[src/rtl/pipe_front_regs.sv]
// Front-end pipeline state of the RV32 core: fetch PC, IF/ID and ID/EX registers
// under hazard-unit stall/flush control, plus saturating stall/flush event counters.
module pipe_front_regs #(
  parameter int unsigned          XLEN     = 32'd32,
  parameter int unsigned          CTRL_W   = 32'd12,
  parameter logic [XLEN-1:0]      RESET_PC = XLEN'(32'h0000_0000),
  parameter int unsigned          CNT_W    = 32'd32
) (
  input  logic              clk,
  input  logic              rst_n,
  input  logic              stallF,
  input  logic              stallD,
  input  logic              flushD,
  input  logic              flushE,
  input  logic              br_en_E,
  input  logic [XLEN-1:0]   pc_target_E,
  input  logic [31:0]       instr_F,
  output logic [XLEN-1:0]   pc_F,
  output logic [31:0]       instr_D,
  output logic [XLEN-1:0]   pc_D,
  output logic [XLEN-1:0]   pc_plus4_D,
  output logic              valid_D,
  input  logic [4:0]        rs1_D,
  input  logic [4:0]        rs2_D,
  input  logic [4:0]        rd_D,
  input  logic [XLEN-1:0]   imm_D,
  input  logic [XLEN-1:0]   rd1_D,
  input  logic [XLEN-1:0]   rd2_D,
  input  logic [CTRL_W-1:0] ctrl_D,
  output logic [4:0]        rs1_E,
  output logic [4:0]        rs2_E,
  output logic [4:0]        rd_E,
  output logic [XLEN-1:0]   imm_E,
  output logic [XLEN-1:0]   rd1_E,
  output logic [XLEN-1:0]   rd2_E,
  output logic [XLEN-1:0]   pc_E,
  output logic [XLEN-1:0]   pc_plus4_E,
  output logic [CTRL_W-1:0] ctrl_E,
  output logic              valid_E,
  input  logic              clr_cnt,
  output logic [CNT_W-1:0]  stall_cnt,
  output logic [CNT_W-1:0]  flush_cnt
);

  localparam logic [31:0]      NOP_INSTR = 32'h0000_0013;
  localparam logic [XLEN-1:0]  PC_STEP   = XLEN'(32'd4);
  localparam logic [XLEN-1:0]  XZERO     = {XLEN{1'b0}};
  localparam logic [CNT_W-1:0] CNT_MAX   = {CNT_W{1'b1}};

  // Saturating increment: sticks at all-ones so a long stall never wraps to a small count.
  function automatic logic [CNT_W-1:0] sat_inc(input logic [CNT_W-1:0] val);
    logic [CNT_W-1:0] res;
    if (val == CNT_MAX) begin
      res = val;
    end else begin
      res = val + CNT_W'(1'b1);
    end
    return res;
  endfunction

  logic [XLEN-1:0]   pc_f_r, pc_next_s, pc_f_plus4_s;
  logic [31:0]       instr_d_r;
  logic [XLEN-1:0]   pc_d_r, pc_plus4_d_r;
  logic              valid_d_r;
  logic [4:0]        rs1_e_r, rs2_e_r, rd_e_r;
  logic [XLEN-1:0]   imm_e_r, rd1_e_r, rd2_e_r, pc_e_r, pc_plus4_e_r;
  logic [CTRL_W-1:0] ctrl_e_r;
  logic              valid_e_r;
  logic [CNT_W-1:0]  stall_cnt_r, flush_cnt_r;
  logic              stall_evt_s;

  assign pc_f_plus4_s = pc_f_r + PC_STEP;
  // A flushed decode slot is not counted as a stall even when stallD is also high.
  assign stall_evt_s  = stallD & ~flushD;

  // Next fetch address: a resolved branch beats a fetch stall.
  always_comb begin
    pc_next_s = pc_f_plus4_s;
    if (br_en_E) begin
      pc_next_s = pc_target_E;
    end else if (stallF) begin
      pc_next_s = pc_f_r;
    end else begin
      pc_next_s = pc_f_plus4_s;
    end
  end

  // Fetch PC register.
  always_ff @(posedge clk or negedge rst_n) begin
    if (!rst_n) begin
      pc_f_r <= RESET_PC;
    end else begin
      pc_f_r <= pc_next_s;
    end
  end

  // IF/ID boundary: flush loads a NOP bubble, stall holds, otherwise capture fetch.
  always_ff @(posedge clk or negedge rst_n) begin
    if (!rst_n) begin
      instr_d_r    <= NOP_INSTR;
      pc_d_r       <= XZERO;
      pc_plus4_d_r <= XZERO;
      valid_d_r    <= 1'b0;
    end else if (flushD) begin
      instr_d_r    <= NOP_INSTR;
      pc_d_r       <= XZERO;
      pc_plus4_d_r <= XZERO;
      valid_d_r    <= 1'b0;
    end else if (stallD) begin
      instr_d_r    <= instr_d_r;
      pc_d_r       <= pc_d_r;
      pc_plus4_d_r <= pc_plus4_d_r;
      valid_d_r    <= valid_d_r;
    end else begin
      instr_d_r    <= instr_F;
      pc_d_r       <= pc_f_r;
      pc_plus4_d_r <= pc_f_plus4_s;
      valid_d_r    <= 1'b1;
    end
  end

  // ID/EX boundary: bubble has ctrl=0 (reg_wr=0) and rd=0 so nothing forwards or writes back.
  always_ff @(posedge clk or negedge rst_n) begin
    if (!rst_n) begin
      rs1_e_r      <= 5'd0;
      rs2_e_r      <= 5'd0;
      rd_e_r       <= 5'd0;
      imm_e_r      <= XZERO;
      rd1_e_r      <= XZERO;
      rd2_e_r      <= XZERO;
      pc_e_r       <= XZERO;
      pc_plus4_e_r <= XZERO;
      ctrl_e_r     <= {CTRL_W{1'b0}};
      valid_e_r    <= 1'b0;
    end else if (flushE) begin
      rs1_e_r      <= 5'd0;
      rs2_e_r      <= 5'd0;
      rd_e_r       <= 5'd0;
      imm_e_r      <= XZERO;
      rd1_e_r      <= XZERO;
      rd2_e_r      <= XZERO;
      pc_e_r       <= XZERO;
      pc_plus4_e_r <= XZERO;
      ctrl_e_r     <= {CTRL_W{1'b0}};
      valid_e_r    <= 1'b0;
    end else begin
      rs1_e_r      <= rs1_D;
      rs2_e_r      <= rs2_D;
      rd_e_r       <= rd_D;
      imm_e_r      <= imm_D;
      rd1_e_r      <= rd1_D;
      rd2_e_r      <= rd2_D;
      pc_e_r       <= pc_d_r;
      pc_plus4_e_r <= pc_plus4_d_r;
      ctrl_e_r     <= ctrl_D;
      valid_e_r    <= valid_d_r;
    end
  end

  // Performance counters: clear overrides increment.
  always_ff @(posedge clk or negedge rst_n) begin
    if (!rst_n) begin
      stall_cnt_r <= {CNT_W{1'b0}};
      flush_cnt_r <= {CNT_W{1'b0}};
    end else if (clr_cnt) begin
      stall_cnt_r <= {CNT_W{1'b0}};
      flush_cnt_r <= {CNT_W{1'b0}};
    end else begin
      stall_cnt_r <= stall_evt_s ? sat_inc(stall_cnt_r) : stall_cnt_r;
      flush_cnt_r <= flushD ? sat_inc(flush_cnt_r) : flush_cnt_r;
    end
  end

  assign pc_F       = pc_f_r;
  assign instr_D    = instr_d_r;
  assign pc_D       = pc_d_r;
  assign pc_plus4_D = pc_plus4_d_r;
  assign valid_D    = valid_d_r;
  assign rs1_E      = rs1_e_r;
  assign rs2_E      = rs2_e_r;
  assign rd_E       = rd_e_r;
  assign imm_E      = imm_e_r;
  assign rd1_E      = rd1_e_r;
  assign rd2_E      = rd2_e_r;
  assign pc_E       = pc_e_r;
  assign pc_plus4_E = pc_plus4_e_r;
  assign ctrl_E     = ctrl_e_r;
  assign valid_E    = valid_e_r;
  assign stall_cnt  = stall_cnt_r;
  assign flush_cnt  = flush_cnt_r;

endmodule

[config.mk]
export PLATFORM = sky130hd
export DESIGN_NAME = pipe_front_regs
export DESIGN_NICKNAME = d
export VERILOG_FILES = /design/src/rtl/pipe_front_regs.sv
export SDC_FILE = /design/constraint.sdc
export NUM_CORES = 1
export LEC_CHECK = 0
export CORE_AREA = 8 8 216 218
export CTS_BUF_LIST = sky130_fd_sc_hd__clkbuf_4
export CTS_CLUSTER_DIAMETER = 150
export DETAILED_ROUTE_END_ITERATION = 10
export DIE_AREA = 0 0 224 226
export GPL_TIMING_DRIVEN = 0
export HOLD_SLACK_MARGIN = 0.15
export PLACE_DENSITY = 0.66
export SLEW_MARGIN = 5
export SYNTH_ARGS = -nofsm -noshare
export SYNTH_HDL_FRONTEND = slang
export SYNTH_SLANG_ARGS = --single-unit
[constraint.sdc]
create_clock -name clk -period 3 [get_ports clk]
set_input_delay 0.6 -clock clk [delete_from_list [all_inputs] [get_ports clk]]
set_output_delay 0.6 -clock clk [all_outputs]
set_load 0.05 [all_outputs]
* Word-level counts from Yosys, hierarchy flattened *
Cells that the tools add are included.

word-level totals
  flip-flop bits (word level) = 381
  bits of input ports = 195
  output and inout port bits = 381
  word-level logic and storage cells = 58

cells by class
  add/sub/neg operators = 3
  equal/unequal tests = 6
  mux-type cells = 26
  bitwise logic cells = 2
  reductions and logical operators = 4

operators with widths
  cell                                            number
  2-to-1 mux 32 bit                               19
  adder 32 x 1 -> 32 bit (second input constant)  2
  equality test 32 bit (second input constant)    2
  adder 32 x 3 -> 32 bit (second input constant)  1
  2-to-1 mux 5 bit                                3
  2-to-1 mux 12 bit                               1
  != test 2 x 1 -> 1 bit (second input constant)  2
  != test 2 bit (second input constant)           2
  AND reduction 2 bit                             2
  nonzero test 2 bit                              2
  2-to-1 mux 1 bit                                3
  bitwise AND 1 bit                               1
  inverter 1 bit                                  1

* Logic depth before layout (Yosys ltp) *
  depth in word-level cells = 4
  gate-level depth with buffers = 8
  mapped depth without buffers = 6

* Worst setup path after synthesis *
Ideal clock, no wire load.

  path type = flip-flop to flip-flop
  start = reg pc_f_r[12], in the netlist pc_F[12]
  end = reg pc_f_r[29], in the netlist pc_F[29]
  library setup time = 0.124 ns
  arrival time = 2.637 ns
  data required time = 2.876 ns
  path slack = 0.240 ns
  cell stages (with the launch flop) = 9
  buffers on the path = 3
  clock period less this slack = 2.760 ns
  cells stage by stage = dfrtp_1 buf_2 nand4_2 or2_2 buf_4 or4_4 buf_6 o31a_2 o31a_1

on the way
  cells in the longest elaborated chain, start to end = 3

RTL lines
  item                      line  RTL
  start: declaration        61    logic [XLEN-1:0] pc_f_r, pc_next_s, pc_f_plus4_s;
  start signal: assignment  93    pc_f_r <= pc_next_s;
  adder 32 x 3 -> 32 bit    72    assign pc_f_plus4_s = pc_f_r + PC_STEP;
  2-to-1 mux 32 bit         81    end else if (stallF) begin
  2-to-1 mux 32 bit         79    if (br_en_E) begin

No other way between the ends. The select of a mux whose other input is x is not followed.
A chain may end at the register's enable or synchronous reset.

* Worst setup path after layout *
  start = reg pc_f_r[22], in the netlist pc_F[22]
  end = out pc_F[22]

RTL lines
  item              line  RTL
  end: declaration  18    output logic [XLEN-1:0] pc_F,

No word-level cell between the ends.

==> run metrics <==
outcome complete, no violations; die width 224 um; CP Buf/Inv Count 1; setup violators final 0; Core ar. 43,500 sq um; Netlist Area Pre-Place 15,500 sq um; wire length on met2 29,600 um; Mapped Cells 1,380; DRT iter0 DRCs 864; die height 226 um; Hold Crit Class input pin to register; cell count after placement 2,547; hold-critical path depth 3; top-area cell type share of the netlist area 60.4%; Worst Setup Path Type register to primary output; VDD IR-drop max 0.350 mV; hold slack 242 ps; Required @ worst endpoint 2400 ps; Period minus WS final 2880 ps; metal3 WL 4260 um; Initial Util 35.7%; H-tree depth 3; Clock Pin Slew Worst Setup and Hold Paths 60 ps; Max Cap Viol 0; Pwr Density 544 nW/um^2; CP startpoint kind register; Worst-Skew Late Latency 860 ps; wire length on met1 23,500 um; FP Rows 77; crit-path max cell delay 910 ps; mean post-synth cell area 11.2 sq um; TritonCTS buffer count 103; CTS tree built; highest metal used met4; DP Area 22,000 sq um; Worst Skew 43.0 ps; Placer Congestion 0.914; crit-path leading delay family buffers and inverters; Main synth FF type dfrtp_1; # nets final 2,260; WL per Instance 21.5 um; DP HPWL 45,300 um; cell count along the critical path 1; clk buf depth 3; I/O Pins 576; largest net degree at the start of global routing 114; Yosys top cell by area dfrtp_1; Final Hold Viols 0; slew margin rel. 18.9%; Pre-antenna DRT Iters 5; Critical Path AT 2280 ps; Synthesized Nets 1,578; share of layout cells above drive strength 1 10.5%; DRC Markers 0; fin. max-slew vios 0; crit end category primary output; total grt overflow 0; Slowest cell on crit path clkdlybuf4s50_1; fin util 53.9%; Antenna Violating Nets Remaining 0; Slew @ Worst Pin 1210 ps; area grow syn2layout 51.2%; flop and latch count out of synthesis 377; Synth cell types 61; R2R setup slack 250 ps; sequential area share after synthesis 60.9%; worst path cell trace clkdlybuf4s50_1; via count 13.2k; All-Layer GR Usage 22.5%; Cell Count, Final, Fillers Out 2,731; fraction of registers with async set/reset 100%; final instance area 23,400 sq um; critical-path maximum fanout 6; CTS Sinks 377; setup TNS 0 ps; Root Buffer clkbuf_4; vias in the first global route 13.5k; post-CTS setup buffer count 0; first-pass GRT wire length 87,100 um; part of the cycle the worst path needs 95.9%; Synth Warn # 0; max frequency 0.348 GHz; worst reg-to-reg path cell count 8; cell leakage power 0.00988 uW; PortBufs 572; EDFF count, synth 0; initial antenna violation count 2; total wire length 58,700 um; die area 50,600 sq um; Via density 4.83; synth top area cells dfrtp_1 60%, nor2b_1 7.7%, mux2i_1 4.6%
-- layout by cell type (no fill, tap or decap), drive strengths merged, types with 31 or more instances in the layout --
master and n:
a21oi 40, nand2 77, dfrtp 374, or3 37, clkdlybuf4s50 569, nor2b 191
clkbuf 225, o21ai 59, xnor2 60, nand3 31, mux2i 71, nor2 139
-- worst paths after layout --
check	from	to
max in group asynchronous	rst_n	rs1_E[0]$_DFF_PN0_
min in group asynchronous	rst_n	instr_D[12]$_DFFE_PN0N_
worst min register to register	instr_D[12]$_DFFE_PN0N_	instr_D[12]$_DFFE_PN0N_
worst max register to register	pc_F[3]$_DFFE_PN0N_	pc_plus4_D[30]$_DFFE_PN0N_
worst min-delay path	br_en_E	pc_F[29]$_DFFE_PN0N_
worst max-delay path	pc_F[22]$_DFFE_PN0N_	pc_F[22]
-- synth_stat cells, drive strengths merged, types with 14 or more instances --
cell type and instances:
dfrtp 374, nor2b 191, nor2 139, nand2 77, clkbuf 71, mux2i 71
xnor2 60, o21ai 59, a21oi 40, or3 37, nand3 31, nand4 28
buf 24, nor4 23, nor3 20, inv 18, xor2 15, a211oi 14
-- flip-flops by register name (all words and copies together), names as in the netlist, 5 cells and up --
register,cells
imm_E,32
rs1_E,5
pc_plus4_E,32
pc_D,32
rd2_E,32
instr_D,32
flush_cnt,32
pc_plus4_D,30
rs2_E,5
rd_E,5
pc_F,32
ctrl_E,12
pc_E,30
stall_cnt,32
rd1_E,32
-- layout make-up --
| type | instances | area (sq um) |
|---|---|---|
| Clock inverter | 21 | 166 |
| Clock buffer | 154 | 1160 |
| Buffer | 96 | 455 |
| Timing Repair Buffer | 577 | 5840 |
| Sequential cell | 377 | 9440 |
| Inverter | 18 | 67.6 |
| Multi-Input combinational cell | 889 | 5550 |
| Antenna cell | 7 | 17.5 |
| Tap cell | 592 | 741 |
| Fill cell | 3890 | 20000 |
-- through the flow --
step	worst slack, ps	total power (uW)
2_1_floorplan	240	6950
3_3_place_gp	-15390	8110
3_5_place_dp	-539	8130
4_1_cts	5.80	13000
5_1_grt	-13.6	13400
6_report	122	12700
-- power by group --
part           total, uW  internal (uW)  switching, uW  leakage, uW
sequential          5510           5330            178      0.00497
clock               4710           2570           2140     0.000791
combinational       2510            902           1610      0.00411
-- kinds of logic (layout without fill, tap and decap cells) --
family / after synthesis / in the layout / share of synthesized area [%]
simple gates: 585 / 585 / 20.3
flops: 377 / 377 / 60.9
compound gates: 151 / 151 / 6.10
buf+inv: 114 / 866 / 3.38
xor+xnor: 75 / 75 / 4.24
mux: 75 / 75 / 4.88
fa+ha+maj: 3 / 3 / 0.242
other cells: 0 / 7 / 0
-- layer usage --
| metal | GRT usage [%] | vias to the layer above |
|---|---|---|
| li1 | - | 6094 |
| met1 | 26.9 | 6550 |
| met2 | 38.1 | 463 |
| met3 | 7.52 | 88 |
| met4 | 6.63 | 0 |
| met5 | 0 | - |
-- what timing repair did --
item	in CTS	in global routing
endpoints found under the hold margin	88	0
hold buffers	2	0
setup endpoints to repair	0	14
gates resized for setup	0	4
No activity file was read; power rests on OpenSTA's default activity.
